==> config.mk <==
export PLATFORM = sky130hd
export DESIGN_NAME = display_mux_scheduler
export DESIGN_NICKNAME = d
export VERILOG_FILES = /design/src/rtl/display_mux_pkg.sv /design/src/rtl/phase_timer.sv /design/src/rtl/display_mux_scheduler.sv
export SDC_FILE = /design/constraint.sdc
export NUM_CORES = 1
export LEC_CHECK = 0
export ABC_CLOCK_PERIOD_IN_PS = 3400
export CAP_MARGIN = 10
export CORE_ASPECT_RATIO = 0.7
export CORE_UTILIZATION = 42
export DETAILED_ROUTE_END_ITERATION = 7
export PLACE_DENSITY_LB_ADDON = 0.08
export SYNTH_ARGS = -nofsm -noshare
export SYNTH_HDL_FRONTEND = slang
export SYNTH_SLANG_ARGS = --single-unit
==> constraint.sdc <==
create_clock -name clk -period 3.4 [get_ports clk]
set_clock_uncertainty 0.2 [all_clocks]
set_input_delay 0.85 -clock clk [delete_from_list [all_inputs] [get_ports clk]]
set_output_delay 0.85 -clock clk [all_outputs]
set_load 0.005 [all_outputs]
==> src/rtl/display_mux_pkg.sv <==
// Shared types and constants for the two-digit display multiplexer.
package display_mux_pkg;

  typedef enum logic [2:0] {IDLE, BLANK1, SHOW0, BLANK0, SHOW1} mux_state_t;

  localparam logic ANODE_OFF = 1'b1;

endpackage

==> src/rtl/phase_timer.sv <==
// Phase-length counter: counts up from zero after a clear and flags the cycle it reaches the limit.
module phase_timer #(
  parameter int unsigned DIV_W = 32
) (
  input  logic             clk,
  input  logic             reset,
  input  logic             clear,
  input  logic [DIV_W-1:0] limit,
  output logic             done_c
);

  logic [DIV_W-1:0] count;

  // Clear wins over increment; the caller clears on every phase change, so the count never wraps.
  always_ff @(posedge clk or negedge reset) begin
    if (!reset) begin
      count <= '0;
    end else if (clear) begin
      count <= '0;
    end else begin
      count <= count + DIV_W'(1);
    end
  end

  assign done_c = (count == limit);

endmodule

==> src/rtl/display_mux_scheduler.sv <==
// Alternates two common-anode digits over one shared seven-segment decoder,
// with a blanking gap between digits to suppress ghosting.
module display_mux_scheduler
  import display_mux_pkg::*;
#(
  parameter int unsigned DIV_W        = 32,
  parameter int unsigned BLANK_CYCLES = 16
) (
  input  logic             clk,
  input  logic             reset,
  input  logic             enable,
  input  logic [DIV_W-1:0] divisor,
  input  logic [3:0]       digit0,
  input  logic [3:0]       digit1,
  output logic [3:0]       hex_out,
  output logic             anode0_n,
  output logic             anode1_n,
  output logic             sel,
  output logic             frame_done
);

  localparam int unsigned BLANK_LIMIT = (BLANK_CYCLES == 0) ? 32'd0 : BLANK_CYCLES - 1;
  localparam mux_state_t  FIRST_STATE = (BLANK_CYCLES == 0) ? SHOW0 : BLANK1;
  localparam mux_state_t  AFTER_SHOW0 = (BLANK_CYCLES == 0) ? SHOW1 : BLANK0;
  localparam mux_state_t  AFTER_SHOW1 = (BLANK_CYCLES == 0) ? SHOW0 : BLANK1;

  mux_state_t       state;
  mux_state_t       state_d;
  logic [DIV_W-1:0] divisor_q;
  logic [DIV_W-1:0] limit_c;
  logic             done_c;
  logic             clear_c;
  logic             first_frame;

  phase_timer #(.DIV_W(DIV_W)) u_phase_timer (
    .clk    (clk),
    .reset  (reset),
    .clear  (clear_c),
    .limit  (limit_c),
    .done_c (done_c)
  );

  // Next state and current phase limit; dropping enable overrides everything.
  always_comb begin
    state_d = state;
    limit_c = divisor_q;
    case (state)
      IDLE:   state_d = FIRST_STATE;
      BLANK1: begin
        limit_c = DIV_W'(BLANK_LIMIT);
        if (done_c) state_d = SHOW0;
      end
      SHOW0:  if (done_c) state_d = AFTER_SHOW0;
      BLANK0: begin
        limit_c = DIV_W'(BLANK_LIMIT);
        if (done_c) state_d = SHOW1;
      end
      SHOW1:  if (done_c) state_d = AFTER_SHOW1;
      default: state_d = IDLE;
    endcase
    if (!enable) state_d = IDLE;
  end

  assign clear_c = (state_d != state) || (state == IDLE);

  // Anodes follow the next state so they are lit exactly during the SHOW cycles.
  always_ff @(posedge clk or negedge reset) begin
    if (!reset) begin
      state       <= IDLE;
      anode0_n    <= ANODE_OFF;
      anode1_n    <= ANODE_OFF;
      hex_out     <= '0;
      sel         <= 1'b0;
      frame_done  <= 1'b0;
      divisor_q   <= '0;
      first_frame <= 1'b1;
    end else begin
      state      <= state_d;
      anode0_n   <= (state_d == SHOW0) ? ~ANODE_OFF : ANODE_OFF;
      anode1_n   <= (state_d == SHOW1) ? ~ANODE_OFF : ANODE_OFF;
      frame_done <= 1'b0;
      if (state_d == IDLE) first_frame <= 1'b1;
      if (state_d == SHOW0 && state != SHOW0) begin
        divisor_q   <= divisor;
        hex_out     <= digit0;
        sel         <= 1'b0;
        frame_done  <= ~first_frame;
        first_frame <= 1'b0;
      end
      if (state_d == SHOW1 && state != SHOW1) begin
        divisor_q <= divisor;
        hex_out   <= digit1;
        sel       <= 1'b1;
      end
    end
  end

endmodule

Word-level counts from Yosys, hierarchy flattened
Cells that the tools add are included.
{ "word_totals": {"ff_bits": 76, "inputBits": 43, "out_inout_bits": 8} }
{ "classes": {"n_addsub": 1, "eq_ne": 10, "n_mux": 19, "n_bitwise": 1, "reduce_logical": 8} }
{ "op_table": {"columns": ["op", "count"], "rows": [
  ["32-bit two-way mux", 4],
  ["32-bit by 1-bit adder with 32-bit output, second input constant", 1],
  ["32-bit == test", 1],
  ["3-bit two-way mux", 5],
  ["3-bit case mux with 5 select lines", 1],
  ["3-bit by 2-bit == test with 1-bit output, second input constant", 3],
  ["4-bit two-way mux", 2],
  ["1-bit two-way mux", 7],
  ["3-bit == test, second input constant", 2],
  ["3-bit zero test", 2],
  ["2-bit nonzero test", 2],
  ["3-bit by 1-bit == test with 1-bit output, second input constant", 1],
  ["3-bit by 2-bit != test with 1-bit output, second input constant", 1],
  ["3-bit != test", 1],
  ["3-bit != test, second input constant", 1],
  ["1-bit logical AND", 2],
  ["2-bit OR reduction", 1],
  ["1-bit logical OR", 1],
  ["1-bit inverter", 1]
]} }

Depth between registers and ports, before layout
Gate-level depths: netlist of run 1.
{ "depth": {"depth_word": 11, "ltp_mapped": 12, "mapped_depth_nobuf": 8} }

By module
From an unflattened synthesis of run 1, not the netlist that was laid out.
{ "hier_totals": {"cells_unflattened": 373, "hier_area_um2": 4002.6} }
{ "by_module_without_submodules": {"columns": ["mod", "n_inst", "cells_each", "area_per_inst_um2", "seq_area_each_um2"], "rows": [
  ["display_mux_scheduler", 1, 162, 2039.5, 1104.8],
  ["phase_timer", 1, 211, 1963.1, 800.8]
]} }

Least setup slack after synthesis of run 1
OpenSTA, ideal clock, no wires.
{ "synth_path": {"kind": "flip-flop to flip-flop", "start": "reg state[2]", "end": "reg divisor_q[11]", "setup_ns": 0.127, "arrival_ns": 2.298, "path_slack_ns": 0.774, "path_stages_with_launch": 13, "path_buffers": 5, "period_less_slack_ns": 2.626, "path_cell_list": "dfrtp_1 -> buf_4 -> nor2b_4 -> buf_6 -> buf_8 -> a21oi_1 -> o32ai_1 -> nand4_1 -> nor4_2 -> nand3_1 -> buf_2 -> buf_6 -> mux2_1"} }
{ "synth_between": {"elab_chain_len": 10, "elab_cells_between_ends": 22} }
{ "synth_rtl": {"columns": ["element", "line", "rtl"], "rows": [
  ["from (decl)", "display_mux_scheduler.sv:27", "mux_state_t state;"],
  ["from (signal assigned)", "display_mux_scheduler.sv:78", "state <= state_d;"],
  ["3-bit by 2-bit == test with 1-bit output or 3-bit by 1-bit == test with 1-bit output (tied branches)", "display_mux_scheduler.sv:47", "case (state)"],
  ["2-bit OR reduction (no line)", null, null],
  ["32-bit two-way mux", "display_mux_scheduler.sv:47", null],
  ["32-bit == test", "phase_timer.sv:25", "assign done_c = (count == limit);"],
  ["3-bit two-way mux (on tied branches)", null, null],
  ["3-bit case mux with 5 select lines", "display_mux_scheduler.sv:47", null],
  ["3-bit two-way mux", "display_mux_scheduler.sv:61", "if (!enable) state_d = IDLE;"],
  ["3-bit == test or 3-bit by 2-bit == test with 1-bit output (tied branches)", "display_mux_scheduler.sv:90, display_mux_scheduler.sv:83", null],
  ["1-bit logical AND (on tied branches)", "display_mux_scheduler.sv:90, display_mux_scheduler.sv:83", null],
  ["32-bit two-way mux or 2-bit nonzero test (tied branches)", null, null],
  ["to (signal assigned)", "display_mux_scheduler.sv:84", "divisor_q <= divisor;"],
  ["to (signal assigned)", "display_mux_scheduler.sv:91", "divisor_q <= divisor;"],
  ["to (decl)", "display_mux_scheduler.sv:29", "logic [DIV_W-1:0] divisor_q;"]
]} }
Several ways; a longest one is shown, not always the timed one.
A chain may end at the register's enable or synchronous reset.

Worst setup path in the final report of run 1
{ "layout_path": {"start": "reg state[2]", "end": "reg state[0]"} }
{ "layout_between": {"elab_chain_len": 7, "elab_cells_between_ends": 14} }
{ "layout_rtl": {"columns": ["element", "line", "rtl"], "rows": [
  ["3-bit by 2-bit == test with 1-bit output or 3-bit by 1-bit == test with 1-bit output (tied branches)", "display_mux_scheduler.sv:47", null],
  ["2-bit OR reduction (no line)", null, null],
  ["32-bit two-way mux", "display_mux_scheduler.sv:47", null],
  ["32-bit == test", "phase_timer.sv:25", null],
  ["3-bit two-way mux (on tied branches)", null, null],
  ["3-bit case mux with 5 select lines (*)", "display_mux_scheduler.sv:47", null],
  ["3-bit two-way mux (*)", "display_mux_scheduler.sv:61", null],
  ["net state_d[0]", "display_mux_scheduler.sv:28", "mux_state_t state_d;"]
]} }
Mark *: on every way through the listed nets, which the timed path passes. The rest lies on a longest branch.

==> parameters.txt, run 1 <==
Parameter                              Value

Clock tree
  Inserted Clock Buffers ... 9
  CTS Hold Buffers Added ... 0
  Insertion delay of the later-clocked pin in the worst-skew pair ... 0.34 ns
  Root buffer cell ... clkbuf_16
  Worst-path clk slew ... 0.06 ns
  Number of clock sinks ... 76
  CTS H-Tree Depth ... 3
  CTS tree ... yes
  Number of buffers on the longest clock path ... 2

STA
  Accumulated negative setup slack ... 0 ns
  Peak Freq ... 0.319 GHz
  Actual slew at the worst max-slew pin ... 0.981 ns
  Setup repair after global routing missed its margin ... false
  Headroom to the max-slew limit ... 34.6%
  Hold violation total from the final report ... 0
  Part of the cycle the worst path needs ... 92.2%
  Number of pins exceeding their max-slew limit in the final report ... 0
  Final setup viols ... 0
  Fin crit period ... 3.14 ns

Synthesis
  Post-Synthesis Cells ... 386
  Most used standard cells in the synthesized netlist ... dfrtp_1, nor2_1, mux2_2, xnor2_1
  Average cell area after synthesis ... 10.4 sq um
  Post-synthesis async set-or-reset flop share ... 100%
  Largest area contributor in the synthesized netlist ... dfrtp_1
  Number of synthesized register bits ... 76
  Post-synth EDFFs ... 0
  Sequential area share after synthesis ... 47.5%
  Number of distinct library cells after synthesis ... 39
  Syn nets ... 430
  Dominant cell by count in the synthesized netlist ... dfrtp_1
  Count of synthesis-stage warnings from yosys ... 0
  Top flip-flop cell by instance count after synthesis ... dfrtp_1
  Fraction of post-synthesis cell area in the top cell type by area ... 45.5%
  Cell types with the largest area share after synthesis ... dfrtp_1, mux2_2, xnor2_1
  Synthesized cell area ... 0.00402 sq mm

Floorplanning
  Placeable Area ... 0.00918 sq mm
  Die footprint ... 0.00996 sq mm
  Number of top-level pins ... 51
  Die height ... 83.8 um
  Die width ... 119 um
  Floorplan row count ... 29
  Initial cell density of the core ... 43.7%

Pwr
  Peak supply drop ... 0.000327 V
  Static power due to leakage ... 2.04 nW
  Power density of the placed cells ... 559 mW/mm^2

Final layout
  Fraction of final layout cells with drive strength greater than 1 ... 14.7%
  Layout Cell Area excl Fill ... 0.00495 sq mm
  Antenna fix cells ... 0
  Layout net count ... 481
  # fillers ... 842
  Layout area overhead ... 23.3%
  Post-Route Utilization ... 53.9%

Detailed routing
  Detailed-route vias per instance ... 5.31
  First-pass detailed-route iteration total ... 4
  Met3 WL ... 618 um
  Metal2 WL ... 3750 um
  Average detailed-routed wire length per instance ... 15.6 um
  Violation count after the first detailed-route iteration ... 189
  Met1 WL ... 4370 um
  Remaining antenna violation count ... 0
  Post-route DRC ... 0
  Via count ... 3004
  Total wirelength of the detailed-routed design ... 8840 um
  Max Used Layer ... met4

Worst setup path
  Critical Path Sink ... state[0]$_DFF_PN0_
  Required arrival time at the worst endpoint ... 3.41 ns
  CP startpoint ... state[2]$_DFF_PN0_
  Startpoint kind of the worst setup timing path ... flop
  Depth of the most critical reg-to-reg path ... 8
  Worst Path Class, Setup ... reg -> reg
  Kind of end point of the critical path ... flop
  Register-to-register path setup slack ... 0.26 ns
  Data arrival time of the critical path ... 3.14 ns
  Critical Path Fanout Max ... 10
  RR Startpoint ... state[2]$_DFF_PN0_
  RR Endpoint ... state[0]$_DFF_PN0_

Global route
  Number of antenna violations at the first check in global routing ... 0
  Total grt overflow ... 0
  Wire length of the first global-routing pass ... 14600 um
  Largest net degree at the start of global routing ... 77
  Global router's overall resource usage ... 19.4%
  Number of global-route vias before repair ... 2811

Placed design
  Area after detailed placement ... 0.00464 sq mm
  DP HPWL ... 6300 um
  # port buffers ... 50
  Final estimated routing congestion in global placement ... 0.824

Outcome
  Result of the run ... finished clean

Worst hold path
  Type of the worst min-delay path ... reg -> reg

Run
  Max Cap Viol ... 0
==> stage by stage <==
| stage | cells | hold slack, ns | setup slack [ns] | total power [W] |
|---|---|---|---|---|
| 2_1_floorplan | 386 | 0.296 | 0.774 | 0.00162 |
| 3_3_place_gp | 548 | 0.289 | 0.278 | 0.00185 |
| 3_5_place_dp | 548 | 0.293 | 0.177 | 0.00187 |
| 4_1_cts | 564 | 0.308 | 0.152 | 0.00280 |
| 5_1_grt | 566 | 0.314 | 0.159 | 0.00293 |
| 6_report | 566 | 0.302 | 0.265 | 0.00277 |
==> sequential cells by signal (all words and copies together) (netlist names) <==
signal and count:
divisor_q 32, u_phase_timer.count 32, hex_out 4, state 3
anode0_n 1, anode1_n 1, first_frame 1, frame_done 1
sel 1
==> report_power, final <==
group / switching, W / total (W) / internal, W
Combinational: 0.000242 / 0.000602 / 0.000360
Clock: 0.000383 / 0.000918 / 0.000535
Sequential: 0.000179 / 0.00125 / 0.00107
Total: 0.000804 / 0.00277 / 0.00196
==> repair_timing <==
item,in CTS,in global routing
setup buffers,0,2
resized for setup,0,0
setup endpoints to repair,0,1
==> critical path, stage by stage (launching register included) <==
cell and delay, ns:
dfrtp_1 0.50, nor2b_4 0.25, buf_12 0.16, a21oi_2 0.03
o32ai_1 0.38, nand4_1 0.21, or4_1 0.71, a21o_1 0.23
a221oi_1 0.33
==> cells by family (layout without fill, tap and decap cells) <==
group	after synthesis	after routing	share of synthesized area, %
AND/OR/NAND/NOR	143	143	18.2
buffers and inverters	32	88	4.18
flip-flops	76	76	47.5
XOR/XNOR	47	47	10.3
multiplexers	41	41	11.5
AO/OA/AOI/OAI	46	46	8.16
adder cells (fa/ha/maj)	1	1	0.312
==> cell usage in the layout (no fill, tap or decap), types with 2 or more instances in the layout <==
cell             synthesis  final
dfrtp_1                 73     73
nor2_1                  65     65
clkdlybuf4s50_1          0     49
mux2_2                  31     31
xnor2_1                 29     29
xor2_1                  18     18
nand2_1                 18     18
o32ai_1                 16     16
a31oi_1                 15     15
nand3_1                 14     13
inv_1                   12     12
nor4bb_1                12     12
and3_1                   9      9
mux2_1                   9      9
clkbuf_16                0      9
nand4_1                  8      8
buf_4                    2      8
nor4_1                   5      5
a21oi_1                  5      5
o21ai_0                  4      4
a21o_1                   3      3
nor3_1                   3      3
dfstp_2                  3      3
clkinv_4                 0      3
buf_12                   0      3
clkbuf_8                 0      2
clkinv_2                 0      2
==> worst min path at each step <==
| stage | startpoint | end | slack [ns] | cells after the start |
|---|---|---|---|---|
| after detailed placement | hex_out[0]$_DFFE_PN0P_ | hex_out[0]$_DFFE_PN0P_ | 0.29 | 1 |
| after floorplan | sel$_DFFE_PN0P_ | sel$_DFFE_PN0P_ | 0.30 | 1 |
| after global routing | hex_out[0]$_DFFE_PN0P_ | hex_out[0]$_DFFE_PN0P_ | 0.31 | 1 |
| after global placement | hex_out[2]$_DFFE_PN0P_ | hex_out[2]$_DFFE_PN0P_ | 0.29 | 1 |
| after CTS | hex_out[0]$_DFFE_PN0P_ | hex_out[0]$_DFFE_PN0P_ | 0.31 | 1 |
| final | hex_out[0]$_DFFE_PN0P_ | hex_out[0]$_DFFE_PN0P_ | 0.30 | 1 |
==> routing by layer <==
layer / vias up / global-route usage (%)
met3: 11 / 5.60
met1: 1462 / 28.6
met2: 62 / 27.0
met4: 0 / 6.21
met5: - / 0
li1: 1469 / -
==> layout make-up <==
cell class                      count  area [sq um]  area share, %
Multi-Input combinational cell    278          1950           39.3
Clock buffer                       11           253           5.10
Clock inverter                      5          36.3          0.733
Sequential cell                    76          1910           38.5
Inverter                           12          45.0          0.910
Tap cell                          124           155           3.13
Timing Repair Buffer               60           611           12.3
Power figures use the tool's default switching activity.
==> inputs of run 2 (changes only) <==
- CTS_CLUSTER_DIAMETER: unset -> 150
- PLACE_DENSITY: unset -> 0.73
- PLACE_DENSITY_LB_ADDON: 0.08 -> unset
==> parameters.txt, run 2 (synthesized netlist as in run 1, its figures left out) <==
Parameter                              Value

Detailed routing
  Via count ... 3056 (+1.7%)
  Met3 WL ... 756 um (+22%)
  Max Used Layer ... met4
  Average detailed-routed wire length per instance ... 15.6 um (about the same)
  Metal2 WL ... 3730 um (-0.51%)
  Detailed-route vias per instance ... 5.45 (+2.6%)
  Met1 WL ... 4120 um (-5.7%)
  Violation count after the first detailed-route iteration ... 171 (-9.5%)
  Post-route DRC ... 0 (unchanged)
  First-pass detailed-route iteration total ... 4 (unchanged)
  Total wirelength of the detailed-routed design ... 8760 um (-0.92%)
  Remaining antenna violation count ... 0 (unchanged)

STA
  Actual slew at the worst max-slew pin ... 0.947 ns (-0.0334 ns)
  Number of pins exceeding their max-slew limit in the final report ... 0 (unchanged)
  Part of the cycle the worst path needs ... 91.9% (-0.28 points)
  Accumulated negative setup slack ... 0 ns (unchanged)
  Hold violation total from the final report ... 0 (unchanged)
  Final setup viols ... 0 (unchanged)
  Hold Slack ... 0.311 ns (+0.00909 ns)
  Fin crit period ... 3.13 ns (-0.00948 ns)
  Peak Freq ... 0.320 GHz (+0.30%)
  Setup repair after global routing missed its margin ... false
  Headroom to the max-slew limit ... 36.9% (+2.2 points)

Floorplanning
  Floorplan row count ... 29 (unchanged)
  Die width ... 119 um (unchanged)
  Die footprint ... 0.00996 sq mm (unchanged)
  Die height ... 83.8 um (unchanged)
  Placeable Area ... 0.00918 sq mm (unchanged)
  Number of top-level pins ... 51 (unchanged)
  Initial cell density of the core ... 43.7% (unchanged)

Pwr
  Static power due to leakage ... 2.02 nW (-1.0%)
  Peak supply drop ... 0.000353 V (+8.0%)
  Power density of the placed cells ... 578 mW/mm^2 (+3.5%)

Final layout
  Layout net count ... 476 (-1.0%)
  Most frequent standard cell in the layout excluding fill and tap cells ... dfrtp_1
  Total area of multi-input combinational cells ... 0.00196 sq mm (+0.45%)
  Non-filler instance count after layout ... 561 (-0.88%)
  FF+latch area ... 0.00191 sq mm (unchanged)
  Fraction of final layout cells with drive strength greater than 1 ... 13.3% (-1.4 points)
  Highest-count cells in the layout ignoring fill and taps ... dfrtp_1, nor2_1, clkdlybuf4s50_1, mux2_2, xnor2_1
  Layout area overhead ... 22.9%
  Post-Route Utilization ... 53.7% (-0.20 points)
  Largest registers ... divisor_q: 32 flops, u_phase_timer.count: 32 flops, hex_out: 4 flops
  # fillers ... 799 (-5.1%)
  Antenna fix cells ... 0 (unchanged)

Placed design
  Final estimated routing congestion in global placement ... 0.840 (+1.9%)
  DP HPWL ... 5960 um (-5.4%)
  Number of cells after detailed placement ... 544 (-0.73%)
  # port buffers ... 50 (unchanged)

Worst setup path
  CP peak stage delay ... 0.48 ns (-0.23 ns)
  Required arrival time at the worst endpoint ... 3.42 ns (about the same)
  Critical Path Fanout Max ... 34 (+24)
  Worst Path Class, Setup ... reg -> reg
  Kind of end point of the critical path ... flop
  Cell Chain, Critical Path ... nor2b_4 -> nor2_1 -> o32ai_1 -> nand4_1 -> nor4_2 -> nand3_2 -> buf_12 -> mux2_1
  Startpoint kind of the worst setup timing path ... flop
  Master of the slowest instance on the critical path ... nor2b_4
  Data arrival time of the critical path ... 3.14 ns (about the same)

Global route
  Global router's overall resource usage ... 19.1% (-0.27 points)
  Largest net degree at the start of global routing ... 77 (unchanged)
  Number of global-route vias before repair ... 3009 (+7.0%)
  Wire length of the first global-routing pass ... 14800 um (+1.0%)
  Total grt overflow ... 0 (unchanged)
  Number of antenna violations at the first check in global routing ... 0 (unchanged)

Clock tree
  Number of clock sinks ... 76 (unchanged)
  Insertion delay of the later-clocked pin in the worst-skew pair ... 0.34 ns (about the same)
  Inserted Clock Buffers ... 9 (unchanged)
  Setup Fix Bufs, Post-CTS ... 0 (unchanged)
  CTS tree ... yes
  Root buffer cell ... clkbuf_16
  CTS Hold Buffers Added ... 0 (unchanged)
  Number of buffers on the longest clock path ... 2 (unchanged)
  CTS H-Tree Depth ... 3 (unchanged)
  Gates resized, CTS repair ... 0 (unchanged)
  Worst-path clk slew ... 0.06 ns (about the same)

Run
  Max Cap Viol ... 0 (unchanged)

Worst hold path
  Type of the worst min-delay path ... reg -> reg

Outcome
  Result of the run ... finished clean
[run 2: cell types whose count changed in the layout (fill, tap and decap cells not counted), sizes merged]
cell,delta
clkinv,-4
buf,-6
clkbuf,+1
nor2b,+1
bufinv,+2
clkinvlp,+1
[run 2: final timing paths]
kind                                    startpoint  cells after the start                         to  slack (ns)
worst max-delay path            state[0]$_DFF_PN0_                      8  divisor_q[18]$_DFFE_PN0P_        0.27
worst min-delay path               sel$_DFFE_PN0P_                      1            sel$_DFFE_PN0P_        0.31
worst max register to register  state[0]$_DFF_PN0_                      8  divisor_q[18]$_DFFE_PN0P_        0.27
worst min register to register     sel$_DFFE_PN0P_                      1            sel$_DFFE_PN0P_        0.31
max in group asynchronous                    reset                      1     hex_out[0]$_DFFE_PN0P_        1.94
min in group asynchronous                    reset                      1  divisor_q[10]$_DFFE_PN0P_        0.47
[run 2: layout make-up]
class                           instances  share of cell area, %
Inverter                               12                  0.913
Multi-Input combinational cell        279                   39.6
Sequential cell                        76                   38.6
Tap cell                              124                   3.14
Timing Repair Buffer                   54                   11.2
Clock inverter                          4                   1.47
Clock buffer                           12                   5.00
[run 2: layer usage]
metal	track usage, %	vias to the layer above
li1	-	1467
met1	26.5	1473
met2	27.2	105
met3	6.63	11
met4	7.48	0
met5	0	-
[run 2: per-stage QoR]
step	total power (W)	cell area, sq um	worst slack (ns)
2_1_floorplan	0.00162	4020	0.774
3_3_place_gp	0.00181	4610	0.185
3_5_place_dp	0.00185	4610	0.112
4_1_cts	0.00288	4920	0.0923
5_1_grt	0.00302	4930	0.131
6_report	0.00285	4930	0.274
[run 2: worst max-delay path, delay by kind of cell, from the launching register on]
family	cells	cell delay (ns)
simple gates	5	1.45
mux	1	0.32
compound gates	1	0.29
buf+inv	1	0.28
flops	1	0.45
[run 2: power breakdown]
part           switching [W]  internal (W)
combinational       0.000238      0.000349
clock               0.000353      0.000661
sequential          0.000183       0.00107
total               0.000774       0.00208
